$ cat src/rtl/pc_ctrl.sv
// -----------------------------------------------------------------------------
// pc_ctrl
//   Program-counter stage of the single-cycle CPU. Takes the ALU's taken flag
//   and a pre-scaled offset, produces the next fetch address, and owns the
//   run / single-step / halt control that gates the datapath through cpu_en.
//   Also keeps a retired-instruction count for the debug display.
//
// Parameters
//   PC_RESET      PC loaded on reset (text-segment base)
//   PC_INC        sequential increment in bytes
//
// Ports
//   clk           system clock, all state changes on the rising edge
//   rst_n         synchronous active-low reset
//   run_mode      1 = free run, 0 = single-step
//   step_btn      raw asynchronous step button level (active high)
//   halt_req      halt request, only looked at while cpu_en=1
//   alu_zero      branch/jal taken flag, valid in the same cycle
//   imm_off       sign-extended byte offset for a taken branch/jal
//   pc            current fetch address
//   pc_plus4      pc + PC_INC (jal link value), combinational
//   cpu_en        datapath commit enable (state is RUN or STEP)
//   state         00 IDLE, 01 RUN, 10 STEP, 11 HALT
//   misalign_err  sticky flag: a taken target was not word aligned
//   retire_cnt    number of committed instructions (wraps)
// -----------------------------------------------------------------------------
module pc_ctrl #(
    parameter logic [31:0] PC_RESET = 32'h0000_3000,
    parameter int unsigned PC_INC   = 4
) (
    input  logic        clk,
    input  logic        rst_n,
    input  logic        run_mode,
    input  logic        step_btn,
    input  logic        halt_req,
    input  logic        alu_zero,
    input  logic [31:0] imm_off,
    output logic [31:0] pc,
    output logic [31:0] pc_plus4,
    output logic        cpu_en,
    output logic [1:0]  state,
    output logic        misalign_err,
    output logic [31:0] retire_cnt
);

    typedef enum logic [1:0] {
        IDLE = 2'b00,
        RUN  = 2'b01,
        STEP = 2'b10,
        HALT = 2'b11
    } state_t;

    localparam logic [31:0] PC_INC_W = 32'(PC_INC);
    localparam int          SYNC_LEN = 3;   // two synchroniser flops + one edge-history flop

    state_t        state_reg, state_next;
    logic [31:0]   pc_reg, pc_next;
    logic [31:0]   retire_reg, retire_next;
    logic          misalign_reg, misalign_next;
    logic [SYNC_LEN-1:0] sync_reg;

    logic          step_pulse;
    logic [31:0]   seq_pc;
    logic [31:0]   target;
    logic          misalign;
    logic          commit;
    logic          halt_cond;

    // Step button chain: sync_reg[0..1] resynchronise the raw level, sync_reg[2]
    // remembers the previous synchronised level so a held button gives one pulse.
    generate
        for (genvar gi = 0; gi < SYNC_LEN; gi++) begin : g_sync
            if (gi == 0) begin : g_first
                always_ff @(posedge clk) begin
                    if (!rst_n) sync_reg[gi] <= 1'b0;
                    else        sync_reg[gi] <= step_btn;
                end
            end else begin : g_rest
                always_ff @(posedge clk) begin
                    if (!rst_n) sync_reg[gi] <= 1'b0;
                    else        sync_reg[gi] <= sync_reg[gi-1];
                end
            end
        end
    endgenerate

    assign step_pulse = sync_reg[1] & ~sync_reg[2];

    assign cpu_en    = (state_reg == RUN) || (state_reg == STEP);
    assign seq_pc    = pc_reg + PC_INC_W;
    assign target    = alu_zero ? (pc_reg + imm_off) : seq_pc;
    // Only a taken target can be misaligned; the sequential path stays aligned.
    assign misalign  = cpu_en & alu_zero & (target[1:0] != 2'b00);
    assign commit    = cpu_en & ~misalign;
    assign halt_cond = cpu_en & (halt_req | misalign);

    always_comb begin
        state_next    = state_reg;
        pc_next       = pc_reg;
        retire_next   = retire_reg;
        misalign_next = misalign_reg;

        if (commit) begin
            pc_next     = target;
            retire_next = retire_reg + 32'd1;
        end
        if (misalign) begin
            misalign_next = 1'b1;
        end

        unique case (state_reg)
            IDLE: begin
                // run_mode has priority so a coincident press adds no extra STEP.
                if (run_mode)        state_next = RUN;
                else if (step_pulse) state_next = STEP;
            end
            RUN: begin
                if (halt_cond)       state_next = HALT;
                else if (!run_mode)  state_next = IDLE;
            end
            STEP: begin
                state_next = halt_cond ? HALT : IDLE;
            end
            HALT: begin
                state_next = HALT;
            end
            default: state_next = IDLE;
        endcase
    end

    always_ff @(posedge clk) begin
        if (!rst_n) begin
            state_reg    <= run_mode ? RUN : IDLE;
            pc_reg       <= PC_RESET;
            retire_reg   <= 32'd0;
            misalign_reg <= 1'b0;
        end else begin
            state_reg    <= state_next;
            pc_reg       <= pc_next;
            retire_reg   <= retire_next;
            misalign_reg <= misalign_next;
        end
    end

    assign pc           = pc_reg;
    assign pc_plus4     = seq_pc;
    assign state        = state_reg;
    assign misalign_err = misalign_reg;
    assign retire_cnt   = retire_reg;

endmodule
$ cat config.mk
export PLATFORM = sky130hd
export DESIGN_NAME = pc_ctrl
export DESIGN_NICKNAME = d
export VERILOG_FILES = /design/src/rtl/pc_ctrl.sv
export SDC_FILE = /design/constraint.sdc
export NUM_CORES = 1
export LEC_CHECK = 0
export ABC_CLOCK_PERIOD_IN_PS = 3000
export CORE_ASPECT_RATIO = 0.7
export CORE_UTILIZATION = 47
export CTS_BUF_LIST = sky130_fd_sc_hd__clkbuf_4
export DETAILED_ROUTE_END_ITERATION = 12
export GPL_TIMING_DRIVEN = 0
export PLACE_DENSITY_LB_ADDON = 0.15
export SETUP_SLACK_MARGIN = 0.15
export SYNTH_ARGS = -nofsm -noshare
export SYNTH_HDL_FRONTEND = slang
export SYNTH_SLANG_ARGS = --single-unit
$ cat constraint.sdc
create_clock -name clk -period 3 [get_ports clk]
set_clock_uncertainty 0.1 [all_clocks]
set_input_delay 0.6 -clock clk [delete_from_list [all_inputs] [get_ports clk]]
set_output_delay 0.6 -clock clk [all_outputs]
set_load 0.01 [all_outputs]
# [Word-level counts from Yosys, hierarchy flattened]
# Index checks and enable logic that the tools add are counted.
# Widths: inputs -> output; s select.
[word_totals] out_inout_bits=100 input_bits=38 register_bits=70 wordCells=36
[op_classes] n_eq_ne=5 muxes=9 n_reduce_logical=4 add_sub_neg=3 bitwise_logic=8
[op_table] op="$add 32x1->32 const B" count=1
[op_table] op="$add 32x3->32 const B" count=1
[op_table] op="$add 32x32->32" count=1
[op_table] op="$mux 32" count=1
[op_table] op="$mux 2" count=6
[op_table] op="$ne 4x4->1 const B" count=2
[op_table] op="$pmux 2 s4" count=1
[op_table] op="$and 1x1->1" count=5
[op_table] op="$eq 2x2->1 const B" count=2
[op_table] op="$eq 2x1->1 const B" count=1
[op_table] op="$logic_not 2->1" count=1
[op_table] op="$not 1->1" count=2
[op_table] op="$reduce_and 2->1" count=1
[op_table] op="$reduce_bool 2->1" count=1
[op_table] op="$logic_or 1x1->1" count=1
[op_table] op="$mux 1" count=1
[op_table] op="$or 1x1->1" count=1

# [Longest topological paths before layout]
[logic_depth] depth_word=9 ltp_mapped=11 depth_no_buf=10

# [Worst setup path after synthesis]
# No wires, ideal clock.
[synth_timing] kind="in2reg" from="input imm_off[0]" to="register retire_reg[29], in the netlist retire_cnt[29]" setup_time_ns=0.070 n_path_buf=1 stages=11 t_arrival_ns=2.949 path_slack_ns=-0.119 t_required_ns=2.830 cell_sequence="ha_1 -> fa_1 -> o21ai_2 -> nand4_1 -> or3_1 -> buf_6 -> nor2_4 -> and3_4 -> nand2b_4 -> or3_1 -> a21oi_1"
[synth_between] elab_chain_cells=6
[synth_rtl] element="from (decl)" line_no="37" source="input logic [31:0] imm_off,"
[synth_rtl] element="$add 32x32->32" line_no="91" source="assign target = alu_zero ? (pc_reg + imm_off) : seq_pc;"
[synth_rtl] element="$mux 32" line_no="91"
[synth_rtl] element="$reduce_bool 2->1" line_no="93" source="assign misalign = cpu_en & alu_zero & (target[1:0] != 2'b00);"
[synth_rtl] element="$and 1x1->1" line_no="93"
[synth_rtl] element="$not 1->1" line_no="94" source="assign commit = cpu_en & ~misalign;"
[synth_rtl] element="$and 1x1->1" line_no="94"
[synth_rtl] element="to (signal assigned)" line_no="140" source="retire_reg <= retire_next;"
[synth_rtl] element="to (decl)" line_no="58" source="logic [31:0] retire_reg, retire_next;"
# Every way passes these cells.
# A chain may end at the register's enable or synchronous reset.

# [Final worst setup path]
[layout_timing] from="register pc_reg[3], in the netlist pc[3]" to="output pc_plus4[31]"
[layout_between] elab_chain_cells=1
[layout_rtl] element="from (decl)" line_no="57" source="logic [31:0] pc_reg, pc_next;"
[layout_rtl] element="from (signal assigned)" line_no="139" source="pc_reg <= pc_next;"
[layout_rtl] element="$add 32x3->32" line_no="90" source="assign seq_pc = pc_reg + PC_INC_W;"
[layout_rtl] element="to (decl)" line_no="39" source="output logic [31:0] pc_plus4,"
# Every way passes these cells.

==> results by stage <==
Timing:
- Setup repair after global routing could not meet its margin everywhere.
- The measured slew at the worst slew-check pin is 0.900 ns.
- The clock period minus worst slack is 3.22 ns.
- The smallest setup slack after layout is -0.221 ns.
- The final-report max-slew violation count is 0.
- The part of the cycle the worst path needs is 107%.
- The worst hold margin is 0.345 ns.
- Based on the critical path, the design can be clocked at up to 0.310 GHz.
- The number of hold violations in the final report is 0.
- Headroom to the max-slew limit came out at 39.7%.
- Setup violations remaining at the end of the flow were counted as 15.

Global route:
- The met1 track demand over resource in global routing is 47.3%.
- Across every metal layer, demand over resource in global routing totals 33.9%.
- The first global-routing pass estimated 31.1 mm of wire.
- The total overflow left after global routing is 0.
- The number of antenna violations at the first check in global routing came to 0.
- The number of global-route vias before repair is 5,918.
- The met2 usage is 51.9%.
- The most crowded layer after global routing is met2.
- The met3 demand-to-capacity share in global routing is 6.53%.
- The pin count of the biggest net entering global routing is 14.

Power:
- The worst-case vdd ir drop is 0.000389 V.
- The power per cell area is 716 nW/um^2.
- The analysis attributes to cell leakage a power of 3.66 nW.

Yosys:
- After synthesis the netlist holds a flip-flop and latch count of 70.
- The average instance area after synthesis is 7.72 sq um.
- The number of nets handed over by synthesis was 784.
- The post-synthesis cell area is 5470 sq um.
- Sorting the synthesized cells by how often they occur yields 71 x nand2_1, 69 x a21oi_1, 68 x dfxtp_1.
- By instance count, the leading cell after synthesis is nand2_1.
- In the synthesized netlist the dominant register cell turns out to be dfxtp_1.
- The area share of the largest cell type after synthesis is 24.9%.
- Yosys mapped a number of flops with a built-in enable equal to 2.
- Ranked by total cell area, the synthesized netlist is headed by dfxtp_1 25%, ha_1 8.5%, a21oi_1 6.3%.
- Synthesis handed over a netlist of 708 instances.
- In the synthesized netlist the async set-or-reset flop fraction comes to 0%.
- Counting distinct cell types in the post-synthesis netlist gives 71.
- The library cell with the largest summed area after synthesis is dfxtp_1.
- Yosys printed 0 warnings.
- Of the synthesized area, sequential elements account for 26.0%.

Clocking:
- After clock tree synthesis, the clock-pin slew on the worst setup and hold paths is 0.14 ns.
- Counting the buffers created by CTS gives 9.
- The root buffer cell chosen for the clock tree is clkbuf_4.
- The CTS sink count is 70.
- TritonCTS built the clock tree.
- The number of hold buffers added after CTS was 0.
- The latest clock arrival within the worst-skew pair is 0.46 ns.
- The total number of H-tree levels is 3.
- The maximum count of clock buffers along a single path is 2.

Die:
- The top-level I/O count is 138.
- The effective utilization at floorplan is 49.0%.
- The die covers 12,100 sq um.
- The height of the die is 92.3 microns.
- In this run the core area contains 32 standard-cell rows.
- After floorplanning, the core was sized to cover 11,200 sq um.
- The overall die width is 131 microns.

Finish:
- The number of antenna repair diodes is 0.
- The synthesis-to-finish area growth is 55.8%.
- The total of fill cells in the finished design is 743.
- The ratio of cells with drive above 1 in the final layout is 28.1%.
- The area of all placed cells without fillers is 8520 sq um.
- After the last flow step, the layout net total stands at 1,017.

Place:
- The number of input and output port buffers inserted is 136.
- The HPWL reported at the end of detailed placement is 14.1 mm.
- The cell area after placement is 7040 sq um.
- The congestion estimate from routability-driven global placement came to 0.907.
- At the placement stage, the worst setup path has a slack of -1.29 ns.

Routing:
- After detailed routing, the total wire length is 21.9 mm.
- Summing over every cut layer, the via total after detailed routing is 6,722.
- After detailed routing, the number of remaining DRC violations is 0.
- Once detail routing completed, the nets flagged for antenna violations numbered 0.
- The number of iterations in the first detailed-routing pass is 6.
- After the first detailed-routing iteration, the DRC count stood at 956.
- The wire length per cell is 20.0 microns.
- The via density per instance is 6.12.

Worst setup path:
- For this run, the slowest stage of the critical path takes 0.41 ns.
- The critical register-to-register path startpoint is pc[4]$_SDFFE_PN0P_.
- The startpoint type of the worst setup path is a register.
- The critical path's slowest cell is dfxtp_4.
- The critical path data required time is 2.30 ns.
- The endpoint type of the worst setup path is an output pin.
- At the worst endpoint, the arrival time is 2.52 ns.
- The cell count of the worst reg-to-reg path is 11.
- The setup check on the worst reg-to-reg path leaves a slack of -0.08 ns.
- Of all nets on the critical path, the largest fanout is 3.
- Traced cell by cell, the critical path runs through buf_6 > nand4_1 > or3_4 > nor4_4 > buf_4 > and4_4 > xor2_2 > buf_2.
- The worst reg2reg path endpoint is pc[25]$_SDFFE_PN0P_.
- The start-to-end type of the worst setup path is register to output pin.

Worst hold path:
- The hold-critical path endpoint is sync_reg[2]$_SDFF_PN0_.
- The number of cells on the worst hold path is 2.
- The worst hold path begins at sync_reg[1]$_SDFF_PN0_.
- The min-delay analysis places its worst path in the category register to register.

Run status:
- The run finished, with violations left.
- The checks that failed: setup timing.

Flow run:
- The max-cap violation count is 0.
[worst max-delay path: cells and delay by family, from the launching register on]
kind / cells / cell delay [ns]
buffers and inverters: 3 / 0.42
AND/OR/NAND/NOR: 4 / 1.07
flip-flops: 1 / 0.41
XOR/XNOR: 1 / 0.14
[worst max path at each step]
stage	from	end	slack (ns)	cells after the start
after floorplan	imm_off[0]	retire_cnt[29]$_SDFFE_PN0P_	-0.11	11
after global placement	imm_off[0]	retire_cnt[30]$_SDFFE_PN0P_	-1.10	11
after detailed placement	imm_off[0]	retire_cnt[30]$_SDFFE_PN0P_	-1.29	11
after CTS	pc[3]$_SDFFE_PN0P_	pc_plus4[28]	-0.19	9
after global routing	pc[3]$_SDFFE_PN0P_	pc_plus4[27]	-0.29	8
final	pc[3]$_SDFFE_PN0P_	pc_plus4[31]	-0.22	8
[stage by stage]
stage	setup TNS, ns	power (mW)	cells	util [%]
after CTS	-0.729	5.58	1073	71.6
after global placement	-36.06	4.57	997	63.1
final	-1.99	6.10	1099	76.3
after floorplan	-0.216	3.31	708	-
after detailed placement	-40.93	4.62	997	63.1
after global routing	-2.74	6.37	1099	76.3
[cells in the final DEF, fill, tap and decap left out, types with 8 or more instances in the layout]
master           netlist  final
xor2_1                37     29
ha_1                  37     26
buf_2                  2     19
nand4_1               11     11
clkbuf_4               0     10
nand2_1               71     64
a21oi_1               69     61
xor2_2                 0      8
nor3_1                17     12
dfxtp_4                0     11
inv_1                  9      9
or3_1                 17     14
clkdlybuf4s50_1        0    105
a21o_1                26     25
and3_1                18     13
o21ai_0               42     38
a211oi_1              14     10
clkbuf_1              24     15
nand3_1               34     28
nor2_1                61     53
o211ai_1               8      8
buf_4                  2     74
xnor2_2                0      9
buf_6                  1     16
xnor2_1               31     22
dfxtp_1               68     50
[metal layers]
metal  routed length, microns  share of wire [%]  vias up
li1                         -                  -     3037
met1                     9090                 41     3164
met3                     2320                 11       66
met2                     9930                 45      455
met5                        0                  0        -
met4                      591                2.7        0
[where the power goes]
part / total, mW / switching [mW] / internal [mW]
clock network: 0.648 / 0.393 / 0.255
registers: 1.52 / 0.376 / 1.15
logic: 3.93 / 2.12 / 1.80
[logic make-up after synthesis]
logic type | count (synthesis) | synth area share, %
AND/OR/NAND/NOR | 272 | 25.6
AO/OA/AOI/OAI | 212 | 24.6
flip-flops | 70 | 26.0
XOR/XNOR | 68 | 10.9
buffers and inverters | 44 | 3.36
adder cells (fa/ha/maj) | 38 | 8.83
multiplexers | 4 | 0.755
[what timing repair did]
action | CTS | global route
cloned | 0 | 0
setup endpoints to repair | 72 | 58
pin swaps | 45 | 46
resized for setup | 184 | 99
buffers inserted | 60 | 26
[area by class of cell]
cell class | instances | area [sq um] | share of cell area (%)
Sequential cell | 70 | 1470 | 17.3
Multi-Input combinational cell | 594 | 4510 | 52.9
Tap cell | 153 | 191 | 2.25
Clock inverter | 7 | 72.6 | 0.852
Timing Repair Buffer | 222 | 1990 | 23.4
Clock buffer | 9 | 67.6 | 0.793
Inverter | 11 | 41.3 | 0.485
Buffer | 33 | 178 | 2.09
Power figures use the tool's default switching activity.
